[src/rtl/pc_fetch_unit.sv]
// Fetch-address generator: issues sequential fetch requests and redirects on
// taken branches and jumps resolved in EX, holding targets across stalled handshakes.
module pc_fetch_unit #(
  parameter logic [31:0] RESET_PC = 32'h0000_0000
) (
  input  logic        clk,
  input  logic        rst_n,
  input  logic        ex_valid,
  input  logic [1:0]  npc_op,
  input  logic [31:0] ex_pc,
  input  logic [31:0] ex_imm,
  input  logic        br_f,
  input  logic [31:0] alu_c,
  input  logic        stall,
  output logic        if_req,
  output logic [31:0] if_addr,
  input  logic        if_ready,
  output logic [31:0] pc,
  output logic [31:0] pc4,
  output logic        flush,
  output logic        wrong_path,
  output logic        misalign
);

  typedef enum logic [1:0] {
    BOOT    = 2'b00,
    REQ     = 2'b01,
    STALLED = 2'b10
  } state_e;

  localparam logic [1:0] NPC_SEQ  = 2'b00;
  localparam logic [1:0] NPC_BR   = 2'b01;
  localparam logic [1:0] NPC_JAL  = 2'b10;
  localparam logic [1:0] NPC_JALR = 2'b11;

  state_e      state_q, state_d;
  logic [31:0] if_addr_q, if_addr_d;
  logic [31:0] pc_q, pc_d;
  logic        pend_v_q, pend_v_d;
  logic [31:0] pend_tgt_q, pend_tgt_d;

  logic        redirect;
  logic        handshake;
  logic [31:0] target;
  logic [31:0] rel_target;

  assign rel_target = ex_pc + ex_imm;

  always_comb begin
    redirect = 1'b0;
    target   = rel_target;
    unique case (npc_op)
      NPC_SEQ:  redirect = 1'b0;
      NPC_BR:   redirect = ex_valid & br_f;
      NPC_JAL:  redirect = ex_valid;
      NPC_JALR: begin
        redirect = ex_valid;
        target   = alu_c & 32'hFFFF_FFFE;
      end
      default:  redirect = 1'b0;
    endcase
  end

  assign handshake = if_req & if_ready;

  always_ff @(posedge clk or negedge rst_n) begin
    if (!rst_n) begin
      state_q <= BOOT;
    end else begin
      state_q <= state_d;
    end
  end

  always_comb begin
    state_d = state_q;
    unique case (state_q)
      BOOT:    state_d = stall ? STALLED : REQ;
      REQ:     if (handshake) state_d = stall ? STALLED : REQ;
      STALLED: if (!stall) state_d = REQ;
      default: state_d = BOOT;
    endcase
  end

  // Status pulses are qualified by rst_n so they drop asynchronously with reset.
  always_comb begin
    if_req     = (state_q == REQ);
    flush      = rst_n & redirect;
    misalign   = rst_n & redirect & target[1];
    wrong_path = rst_n & if_req & if_ready & (pend_v_q | redirect);
  end

  // In REQ the address is frozen until accepted, so redirects are parked in the
  // pending register; outside REQ nothing is outstanding and targets load directly.
  always_comb begin
    if_addr_d  = if_addr_q;
    pc_d       = pc_q;
    pend_v_d   = pend_v_q;
    pend_tgt_d = pend_tgt_q;
    if (state_q == REQ) begin
      if (handshake) begin
        pc_d     = if_addr_q;
        pend_v_d = 1'b0;
        if (redirect) begin
          if_addr_d = target;
        end else if (pend_v_q) begin
          if_addr_d = pend_tgt_q;
        end else begin
          if_addr_d = if_addr_q + 32'd4;
        end
      end else if (redirect) begin
        pend_v_d   = 1'b1;
        pend_tgt_d = target;
      end
    end else begin
      pend_v_d = 1'b0;
      if (redirect) begin
        if_addr_d = target;
      end else if (pend_v_q) begin
        if_addr_d = pend_tgt_q;
      end
    end
  end

  always_ff @(posedge clk or negedge rst_n) begin
    if (!rst_n) begin
      if_addr_q  <= RESET_PC;
      pc_q       <= RESET_PC;
      pend_v_q   <= 1'b0;
      pend_tgt_q <= RESET_PC;
    end else begin
      if_addr_q  <= if_addr_d;
      pc_q       <= pc_d;
      pend_v_q   <= pend_v_d;
      pend_tgt_q <= pend_tgt_d;
    end
  end

  assign if_addr = if_addr_q;
  assign pc      = pc_q;
  assign pc4     = pc_q + 32'd4;

endmodule

[config.mk]
export PLATFORM = sky130hd
export DESIGN_NAME = pc_fetch_unit
export DESIGN_NICKNAME = d
export VERILOG_FILES = /design/src/rtl/pc_fetch_unit.sv
export SDC_FILE = /design/constraint.sdc
export NUM_CORES = 1
export LEC_CHECK = 0
export CORE_UTILIZATION = 40
export CTS_BUF_LIST = sky130_fd_sc_hd__clkbuf_2
export CTS_CLUSTER_DIAMETER = 150
export DETAILED_ROUTE_END_ITERATION = 6
export PLACE_DENSITY = 0.69
export SYNTH_ARGS = -nofsm -noshare
export SYNTH_HDL_FRONTEND = slang
export SYNTH_SLANG_ARGS = --single-unit
[constraint.sdc]
create_clock -name clk -period 7.9 [get_ports clk]
set_input_delay 1.58 -clock clk [delete_from_list [all_inputs] [get_ports clk]]
set_output_delay 1.58 -clock clk [all_outputs]
set_load 0.02 [all_outputs]
==> results of run 1 <==
==> worst min path at each step <==
| stage | end | startpoint | cells after the start |
|---|---|---|---|
| finish | state_q[0]$_DFFE_PN0P_ | state_q[1]$_DFFE_PN0P_ | 1 |
| global route | state_q[0]$_DFFE_PN0P_ | state_q[1]$_DFFE_PN0P_ | 1 |
| CTS | state_q[0]$_DFFE_PN0P_ | state_q[1]$_DFFE_PN0P_ | 1 |
| detailed placement | pend_tgt_q[17]$_DFFE_PN0P_ | pend_tgt_q[17]$_DFFE_PN0P_ | 2 |
| global placement | pend_tgt_q[31]$_DFFE_PN0P_ | pend_tgt_q[31]$_DFFE_PN0P_ | 2 |
| floorplan | pend_tgt_q[17]$_DFFE_PN0P_ | pend_tgt_q[17]$_DFFE_PN0P_ | 2 |
==> final cells by class <==
| type | instances | area [µm²] |
|---|---|---|
| diodes | 1 | 2.50 |
| clock buffers | 13 | 65.1 |
| clock inverters | 3 | 15.0 |
| fillers | 1650 | 7930 |
| inverters | 17 | 63.8 |
| multi-input cells | 700 | 4540 |
| flip-flops and latches | 99 | 2480 |
| well taps | 225 | 282 |
| repair buffers | 212 | 2090 |
==> through the flow <==
stage,worst slack [ns],cells,utilization [%]
CTS,2.54,1269,54.6
floorplan,3.64,861,-
global placement,2.55,1253,54.1
finish,2.50,1270,54.6
detailed placement,2.55,1253,54.1
global route,2.36,1270,54.6
==> cells by family (layout without fill, tap and decap cells) <==
kind of cell               Yosys count  in the layout  synth area share, %
and+or+nand+nor                    304            304                 19.0
AOI/OAI and AO/OA                  240            240                 21.3
DFF                                 99             99                 34.2
xor gates and xnor gates            73             73                 8.82
buffers and inverters               62            245                 3.37
muxes                               49             49                 7.44
adders and majority gates           34             34                 5.97
other                                0              1                    0
==> routing by layer <==
layer / wire, µm / vias up / part of all wire, %
li1: - / 3439 / -
met1: 9990 / 3245 / 49
met2: 8740 / 239 / 43
met3: 1330 / 11 / 6.6
met4: 182 / 0 / 0.90
met5: 0 / - / 0
==> power by group through the flow <==
stage,logic [mW],registers (mW),clock network [mW]
6_report,1.44,0.970,0.209
3_3_place_gp,1.43,0.974,0
2_1_floorplan,0.664,1.08,0
5_1_grt,1.56,1.01,0.237
3_5_place_dp,1.45,0.981,0
4_1_cts,1.45,0.968,0.213
==> cell usage after synthesis, drive strengths merged, types with 5 or more instances <==
cell type	count
a211oi	14
clkbuf	39
nand2	119
nor3	11
or3	6
a21oi	81
xnor2	47
nor2	77
a21o	8
and2	6
inv	17
o211ai	9
o21a	8
dfrtp	99
o31ai	6
a31oi	5
ha	33
nand4	16
mux2	39
buf	6
nand2b	7
mux2i	10
xor2	26
nand3	37
o21ai	77
and3	11
==> registers in the layout (all words and copies together) (netlist names) <==
signal / cells
if_addr: 32
state_q: 2
pend_v_q: 1
pc: 32
pend_tgt_q: 32
==> worst max-delay path, stage by stage <==
cell and delay [ns]:
clkdlybuf4s50_1 0.49, a21o_1 0.19, and2_1 0.14, buf_4 0.34
nor2_1 0.17, nor3b_1 0.22, clkdlybuf4s50_1 0.67
==> cell usage in the layout, fill, tap and decap left out, types with 17 or more instances in the layout <==
cell	count
nor2_1	75
ha_1	33
o21ai_0	70
inv_1	17
mux2_2	39
xor2_1	26
dfrtp_1	99
a21oi_1	80
xnor2_1	47
clkdlybuf4s50_1	201
nand3_1	37
nand2_1	119
==> flow_summary.json, run 1 <==
{
  "crit_path_max_fanout": 31,
  "synth_area_leaders": "dfrtp_1 34%, nand2_1 6.2%, mux2_2 6.1%",
  "r2r-start": "if_addr[2]$_DFFE_PN0P_",
  "arrival_ns": 3.82,
  "synth_area_mm2": 0.00725,
  "core_mm2": 0.0175,
  "grt.met1_usage_pct": 32.3,
  "hold_buffers": 0,
  "reg2reg_depth": 8,
  "cts_tree": "yes",
  "clkTransAtPathRegs_ns": 0.23,
  "overflow": 0,
  "p_sw_mw": 1.14,
  "setup_viol": 0,
  "rsz0062_at_grt": "no",
  "clockPowerShare_pct": 8.0,
  "start_util_pct": 41.5,
  "ys_seq_area_share_pct": 34.2,
  "rr_endpoint": "if_addr[30]$_DFFE_PN0P_",
  "power_frac_comb_pct": 55.0,
  "vias_per_cell": 5.46,
  "tns_ns": 0,
  "post-cts-setup-buffer-count": 0,
  "startpoint_type": "input port",
  "avgSynthCellArea_um2": 8.42,
  "hold_viol": 0,
  "stdcell_area_mm2": 0.00954,
  "clock-sinks": 99,
  "timing.slew.headroom_pct": 31.6,
  "synth_cell_types": 65,
  "hpwl_um": 15600,
  "use_met3_pct": 3.44,
  "hold_class": "flip-flop to flip-flop",
  "yosysTopAreaCellShare_pct": 34.2,
  "numPortBuffers": 202,
  "root_buffer": "clkbuf_2",
  "rows": 48,
  "p_int_mw": 1.48,
  "vias": 6934,
  "finalClockSkew_ns": 0.0336,
  "antenna_left": 0,
  "yosysTopAreaCell": "dfrtp_1",
  "ys_ff_latch": 99,
  "ir_worst_vdd_mv": 0.205,
  "clk_latency_ns": 0.59,
  "drt_iter0_markers": 335,
  "areaGrowthSynthToFinish_pct": 31.7,
  "period_share_pct": 68.3,
  "grt-busiest-layer": "met2",
  "p_leak_nw": 3.89,
  "nNetsFinal": 1177,
  "max_freq_mhz": 185,
  "p_total_mw": 2.62,
  "dr.pass1.iters": 5,
  "boundaryPins": 204,
  "cp-end-kind": "output pin",
  "crit_start": "npc_op[0]",
  "die_x_um": 137,
  "die_area_mm2": 0.0187,
  "antenna_found_initial": 1,
  "drive_gt1_share_pct": 7.85,
  "wl_per_cell_um": 15.9,
  "outcome": "completed",
  "syn_nets": 999,
  "reg2reg_slack_ns": 5.25,
  "ys_warn_count": 0,
  "ctsResizeCount": 0,
  "powerDensity_mw_per_mm2": 275,
  "async_reset_ff_share_pct": 100,
  "cts_max_level": 3,
  "grt_max_degree": 71,
  "fp.dieH_um": 137,
  "sw_frac_of_total_pct": 43.6,
  "grt_pass1_vias": 6160,
  "wirelength_um": 20200,
  "grt_pass1_wl_um": 31800,
  "grtUsageTotal_pct": 21.8,
  "ctsLongestPathBuffers": 2,
  "crit_type": "input port to output pin",
  "endpoint": "wrong_path",
  "maxCapViolations": 0,
  "place_congestion": 0.855,
  "grtUsageMet2_pct": 33.2,
  "drc_errors": 0,
  "worst_pin_slew_ns": 1.03,
  "syn-instance-count": 861,
  "min_period_ns": 5.40,
  "synth_flop_cell": "dfrtp_1",
  "slew_viol_final": 0,
  "pwr-share-seq_pct": 37.0,
  "synth_edf_count": 0,
  "whs_ns": 0.504,
  "cts_buffers": 9,
  "worstPathRequired_ns": 6.32,
  "place_area_mm2": 0.00946
}
Power figures use the tool's default switching activity.
==> inputs of run 2 (changes only) <==
- PLACE_DENSITY: 0.69 -> 0.71
- clock period: 7.9 -> 4.5 ns (I/O delays scaled with it)
==> flow_summary.json, run 2 (same netlist as run 1, synthesis figures left out) <==
{
  "maxCapViolations": 0,
  "rows": 48,
  "ctsResizeCount": 2,
  "fill_cells": 1648,
  "crit_family": "simple AND/OR/NAND/NOR gates",
  "arrival_ns": 3.36,
  "grtUsageTotal_pct": 22.0,
  "final_common_cell": "clkdlybuf4s50_1",
  "startpoint_type": "flip-flop",
  "outcome": "completed",
  "antenna_found_initial": 1,
  "overflow": 0,
  "slew_viol_final": 0,
  "hpwl_um": 15600,
  "tns_ns": 0,
  "die_area_mm2": 0.0187,
  "grt_max_degree": 73,
  "antenna_left": 0,
  "clkTransAtPathRegs_ns": 0.24,
  "cp-end-kind": "output pin",
  "pre_cts_slack_ns": 0.386,
  "final_cell_mix": "199 x clkdlybuf4s50_1, 119 x nand2_1, 98 x dfrtp_1",
  "cts_max_level": 3,
  "fp.dieH_um": 137,
  "critPathBufInv": 2,
  "dr.pass1.iters": 5,
  "drive_gt1_share_pct": 8.32,
  "ir_worst_vdd_mv": 0.376,
  "hold_class": "input port to async pin",
  "core_mm2": 0.0175,
  "crit_type": "flip-flop to output pin",
  "grt.met1_usage_pct": 31.1,
  "nNetsFinal": 1180,
  "use_met3_pct": 3.59,
  "hold_buffers": 0,
  "period_share_pct": 94.6,
  "max_freq_mhz": 235,
  "p_leak_nw": 3.94,
  "worstPathRequired_ns": 3.60,
  "setup_slack_ns": 0.243,
  "grt_pass1_wl_um": 32400,
  "setup_viol": 0,
  "place_congestion": 0.872,
  "start_util_pct": 41.5,
  "crit_path_top_delay_cell": "clkdlybuf4s50_1",
  "grtUsageMet2_pct": 34.6,
  "vias": 6914,
  "rsz0062_at_grt": "no",
  "slowest_delay_ns": 0.62,
  "drc_errors": 0,
  "root_buffer": "clkbuf_2",
  "hold_viol": 0,
  "wl_per_cell_um": 15.8,
  "grt-busiest-layer": "met2",
  "grt_pass1_vias": 6407,
  "path_common_cell": "and3_1",
  "ctsLongestPathBuffers": 2,
  "finalClockSkew_ns": 0.0167,
  "worst_pin_slew_ns": 1.08,
  "die_x_um": 137,
  "vias_per_cell": 5.44,
  "crit_path_max_fanout": 6,
  "numPortBuffers": 202,
  "wirelength_um": 20100,
  "powerDensity_mw_per_mm2": 483,
  "boundaryPins": 204,
  "cts_buffers": 9,
  "areaGrowthSynthToFinish_pct": 32.3,
  "drt_iter0_markers": 353,
  "post-cts-setup-buffer-count": 0,
  "clk_latency_ns": 0.55,
  "timing.slew.headroom_pct": 28.2,
  "min_period_ns": 4.26,
  "critical_path.cell_chain": "and3_1, and2_1, and3_1, and4_2, inv_1, or3_1, nor2_2, xor2_1, clkdlybuf4s50_1",
  "cts_tree": "yes",
  "clock-sinks": 99
}
run 2: cell count changes in the layout (fill, tap and decap cells not counted), sizes merged:
cell           previous run  this run
buf                      11        14
clkbuf                   13        11
clkdlybuf4s50           201       199
dlymetal6s2s              0         2
clkinvlp                  1         0
bufinv                    0         1
clkinv                    2         3
run 2: path summary, 6_finish.rpt:
check | from | to | slack (ns) | depth (start not counted)
min in group clk | state_q[1]$_DFFE_PN0P_ | state_q[0]$_DFFE_PN0P_ | 0.51 | 1
worst max-delay path | pc[4]$_DFFE_PN0P_ | pc4[27] | 0.24 | 9
worst min register to register | state_q[1]$_DFFE_PN0P_ | state_q[0]$_DFFE_PN0P_ | 0.51 | 1
worst max register to register | state_q[1]$_DFFE_PN0P_ | if_addr[22]$_DFFE_PN0P_ | 2.00 | 7
worst min-delay path | rst_n | if_addr[5]$_DFFE_PN0P_ | 0.21 | 1
max in group asynchronous | rst_n | pc[4]$_DFFE_PN0P_ | 3.00 | 2
run 2: layout make-up:
class                   count  area [µm²]  share of cell area (%)
diodes                      1        2.50                  0.0261
flip-flops and latches     99        2480                    25.8
well taps                 225         282                    2.93
clock buffers              11        55.1                   0.574
clock inverters             4        42.5                   0.443
multi-input cells         700        4550                    47.4
repair buffers            215        2120                    22.1
inverters                  17        63.8                   0.665
run 2: per-stage QoR:
| step | util, % | power, mW | std cells | hold slack [ns] | area, µm² |
|---|---|---|---|---|---|
| 2_1_floorplan | - | 3.06 | 861 | 0.445 | 7250 |
| 3_3_place_gp | 54.3 | 4.21 | 1256 | 0.456 | 9480 |
| 3_5_place_dp | 54.3 | 4.26 | 1256 | 0.466 | 9480 |
| 4_1_cts | 54.8 | 4.67 | 1271 | 0.183 | 9580 |
| 5_1_grt | 54.9 | 4.97 | 1272 | 0.177 | 9590 |
| 6_report | 54.9 | 4.64 | 1272 | 0.213 | 9590 |
run 2: per-layer routing:
metal / wire [µm] / vias to the layer above
met5: 0 / -
met4: 246 / 0
met3: 1230 / 16
met2: 8940 / 243
met1: 9690 / 3206
li1: - / 3449
run 2: report_power, final:
| part | internal, mW | switching [mW] |
|---|---|---|
| combinational | 1.28 | 1.25 |
| clock | 0.126 | 0.278 |
| sequential | 1.24 | 0.463 |
| total | 2.64 | 1.99 |
==> RTL edit 1: new RTL, config.mk and constraints of run 2 <==
The 3 states of `state_e` get a one-hot encoding in 3 bits.
--- a/src/rtl/pc_fetch_unit.sv
+++ b/src/rtl/pc_fetch_unit.sv
@@ -22,10 +22,10 @@
   output logic        misalign
 );
 
-  typedef enum logic [1:0] {
-    BOOT    = 2'b00,
-    REQ     = 2'b01,
-    STALLED = 2'b10
+  typedef enum logic [2:0] {
+    BOOT    = 3'b001,
+    REQ     = 3'b010,
+    STALLED = 3'b100
   } state_e;
 
   localparam logic [1:0] NPC_SEQ  = 2'b00;
Check against the original RTL: same outputs for any inputs over 4 cycles, from zero or initial values and one cycle with rst_n low; so few cycles prove little.
==> RTL edit 1 against run 2 <==
The flow now finishes with violations (design-rule violations). Total power is 9.6% higher. Area after synthesis rose by 3.7%. Combinational power is 13% higher. Fmax is 4.5% higher. Largest power group unchanged. Worst setup slack improved by 180 ps. Routed wire length is 12% higher. Sequential cell count is 1 higher. Clock skew increased by 12 ps. Final area rose by 2.5%.
==> RTL edit 1: results <==
export IMPL_ys_seq_area_share_pct=33.3
export IMPL_first_global_vias=6738
export IMPL_postCtsResizedCells=0
export IMPL_p_leak_nw=4.08
export IMPL_placement_cell_area_sq_um=9750
export IMPL_drt_first_pass_iters=7
export IMPL_clockRootBuffer="clkbuf_2"
export IMPL_ir_worst_vdd_mv=0.163
export IMPL_path_max_fanout=6
export IMPL_hpwl_microns=17400
export IMPL_dr_first_iter_drc_count=513
export IMPL_finClkSkew_ps=28.5
export IMPL_synth_cell_types=68
export IMPL_powerSeq_mw=1.86
export IMPL_post_cts_buffers=0
export IMPL_pre_cts_ws_ps=548
export IMPL_port_buffers=202
export IMPL_grt_pass1_wl_microns=36100
export IMPL_drive_above_1_share_pct=8.77
export IMPL_wl_met2_microns=9820
export IMPL_routabilityCongestion=0.918
export IMPL_ys_warn_count=0
export IMPL_grt_use_total_pct=23.3
export IMPL_rr_worst_depth=9
export IMPL_synthCells=888
export IMPL_wl_met1_microns=11000
export IMPL_final_nets=1205
export IMPL_slew_headroom_pct=16.3
export IMPL_synth_compound_area_share_pct=23.6
export IMPL_p_sw_mw=2.29
export IMPL_path_clk_slew_ps=270
export IMPL_syn_num_nets=1026
export IMPL_status="finished with violations"
export IMPL_synthTopCellsByArea="dfrtp_1, ha_1, mux2_2"
export IMPL_powerComb_mw=2.85
export IMPL_grt_max_degree=85
export IMPL_async_flop_share_pct=100
export IMPL_synth_commonest_cells="nand2_1, dfrtp_1, o21ai_0"
export IMPL_arrival_ps=3170
export IMPL_synth_xor_area_share_pct=7.22
export IMPL_drc=18
export IMPL_wl_met3_microns=1400
export IMPL_p_comb_share_pct=56.1
export IMPL_violations="design-rule violations"
export IMPL_wirelength_microns=22600
export IMPL_muxShareOfSynthArea_pct=6.97
export IMPL_cts_path_max_buffers=2
export IMPL_vias=7447
export IMPL_synthAdderAreaFrac_pct=5.76
export IMPL_clkLatencyLatePin_ps=580
export IMPL_post_drt_wl_per_cell_microns=17.3
export IMPL_critPathMaxStageDelay_ps=610
export IMPL_cpLargestDelayFamily="simple AND/OR/NAND/NOR gates"
==> RTL edit 1: cell types whose count changed in the layout (fill, tap and decap cells not counted), moves of 6 or more <==
cell / change
xnor2_1: -6
o21ai_0: +7
nor2_1: -14
a21o_1: +21
a21oi_1: -15
nor3_1: +7
nand2_1: -14
and3_1: +6
==> RTL edit 1: path summary, 6_finish.rpt <==
| kind | from | endpoint | slack [ps] |
|---|---|---|---|
| worst max-delay path | pc[15]$_DFFE_PN0P_ | pc4[31] | 430 |
| worst min-delay path | rst_n | if_addr[0]$_DFFE_PN0P_ | 130 |
| worst max register to register | state_q[0]$_DFFE_PN1P_ | if_addr[29]$_DFFE_PN0P_ | 1550 |
| worst min register to register | pend_tgt_q[20]$_DFFE_PN0P_ | pend_tgt_q[20]$_DFFE_PN0P_ | 510 |
| max in group asynchronous | rst_n | pc[7]$_DFFE_PN0P_ | 3020 |
| min in group clk | pend_tgt_q[20]$_DFFE_PN0P_ | pend_tgt_q[20]$_DFFE_PN0P_ | 510 |
==> RTL edit 1: worst reg2reg max path, cell delays in order, from the launching register on <==
cell and delay (ps):
dfstp_2 600, or3b_1 230, inv_1 130, nand2_1 200, o31ai_2 110, nor2_1 950, nand2_1 280, o21ai_0 250
a21oi_1 110, o211ai_2 80
==> RTL edit 1: metal layers <==
metal | up-vias | GRT usage [%]
li1 | 3616 | -
met1 | 3494 | 34.3
met2 | 311 | 35.5
met3 | 26 | 2.80
met4 | 0 | 7.31
met5 | - | 0
==> RTL edit 1: cell type report <==
type,instances,area (sq um)
fill,1720,8380
multi-input combinational,724,4760
sequential,100,2500
timing repair buffer,220,2150
tap,229,287
clock buffer,13,65.1
inverter,12,45.0
clock inverter,3,13.8
antenna,1,2.50
==> RTL edit 2: new RTL, flow settings as in run 2 <==
Made on the original files. Reset style: synchronous (`rst_n`), changed in 2 clocked blocks. Comments in the files are not updated.
--- a/src/rtl/pc_fetch_unit.sv
+++ b/src/rtl/pc_fetch_unit.sv
@@ -63,7 +63,7 @@
 
   assign handshake = if_req & if_ready;
 
-  always_ff @(posedge clk or negedge rst_n) begin
+  always_ff @(posedge clk) begin
     if (!rst_n) begin
       state_q <= BOOT;
     end else begin
@@ -121,7 +121,7 @@
     end
   end
 
-  always_ff @(posedge clk or negedge rst_n) begin
+  always_ff @(posedge clk) begin
     if (!rst_n) begin
       if_addr_q  <= RESET_PC;
       pc_q       <= RESET_PC;
Check against the original RTL: differs if rst_n is asserted again (counterexample within 4 cycles, from zero or initial values and one cycle with rst_n low); with rst_n held inactive, the same outputs for 4 cycles.
==> RTL edit 2 against run 2 <==
The run now ends with design-rule violations left. Worst setup slack gained 120 ps. Routed wire length rose by 13%. Final area rose by 0.78%. Critical path type unchanged. Sequential cell count did not move. Register-to-register slack worse by 130 ps. Critical path depth down 1. Area after synthesis rose by 2.9%. Die area is 2.9% higher.
Power is not compared: it rests on default switching activity, and its combinational part moved more than twofold at a synthesized area within 25%.
==> RTL edit 2: results <==
export IMPL_status="finished with violations"
export IMPL_violations="design-rule violations"
export IMPL_critPathLaunch="pc[7]$_SDFFE_PN0P_"
export IMPL_arrival_ps=3240
export IMPL_postCtsResizedCells=0
export IMPL_synthTopCellsByArea="dfxtp_1, nand2_1, a21oi_1"
export IMPL_synth_compound_area_share_pct=27.8
export IMPL_r2r_start="if_addr[2]$_SDFFE_PN0P_"
export IMPL_final_cells=1412
export IMPL_num_fill_cells=1810
export IMPL_muxShareOfSynthArea_pct=1.34
export IMPL_ys_seq_area_share_pct=26.6
export IMPL_grt_max_degree=40
export IMPL_drt_first_pass_iters=7
export IMPL_first_global_vias=7051
export IMPL_synthAdderAreaFrac_pct=5.80
export IMPL_syn_avg_cell_area_sq_um=7.31
export IMPL_slew_headroom_pct=25.0
export IMPL_multi_input_area_sq_um=5100
export IMPL_fin_hold_ws_ps=474
export IMPL_hp_class="flop to flop"
export IMPL_drive_above_1_share_pct=4.91
export IMPL_placement_cell_area_sq_um=9570
export IMPL_routabilityCongestion=0.902
export IMPL_synth_cell_types=76
export IMPL_hpwl_microns=17000
export IMPL_grt_use_total_pct=23.5
export IMPL_clkLatencyLatePin_ps=600
export IMPL_drc=21
export IMPL_finClkSkew_ps=25.9
export IMPL_r2r_end="if_addr[26]$_SDFFE_PN0P_"
export IMPL_dr_first_iter_drc_count=486
export IMPL_async_flop_share_pct=0
export IMPL_reg2reg_setup_slack_ps=1870
export IMPL_grt_pass1_wl_microns=37000
export IMPL_pre_cts_ws_ps=675
export IMPL_syn_num_nets=1159
export IMPL_synth_commonest_cells="nand2_1, a21oi_1, dfxtp_1"
export IMPL_synth_ff_type="dfxtp_1"
export IMPL_final_nets=1317
export IMPL_vias=8010
RTL edit 2: cell types whose count changed after synthesis, sizes merged, moves of 15 or more:
cell	before	now
a21oi	81	117
dfrtp	99	0
nand2	119	167
nand3	37	60
buf	6	27
mux2	39	0
dfxtp	0	99
a211oi	14	29
RTL edit 2: tightest hold or removal path, stage by stage (launching register included):
cell     delay, ps
dfxtp_1        370
nand2_1         50
a21oi_1         50
RTL edit 2: cell type report:
class | count | share of cell area (%)
Timing Repair Buffer | 217 | 22.2
Tap cell | 229 | 2.96
Antenna cell | 1 | 0.0259
Inverter | 13 | 0.505
Sequential cell | 99 | 20.5
Clock buffer | 11 | 0.569
Multi-Input combinational cell | 839 | 52.8
Clock inverter | 3 | 0.427
RTL edit 2: metal layers:
metal / track usage, % / up-vias / routed length, microns
met1: 34.2 / 3636 / 11000
met4: 8.34 / 0 / 500
met3: 2.73 / 31 / 1570
met5: 0 / - / 0
met2: 35.6 / 343 / 9740
li1: - / 4000 / -
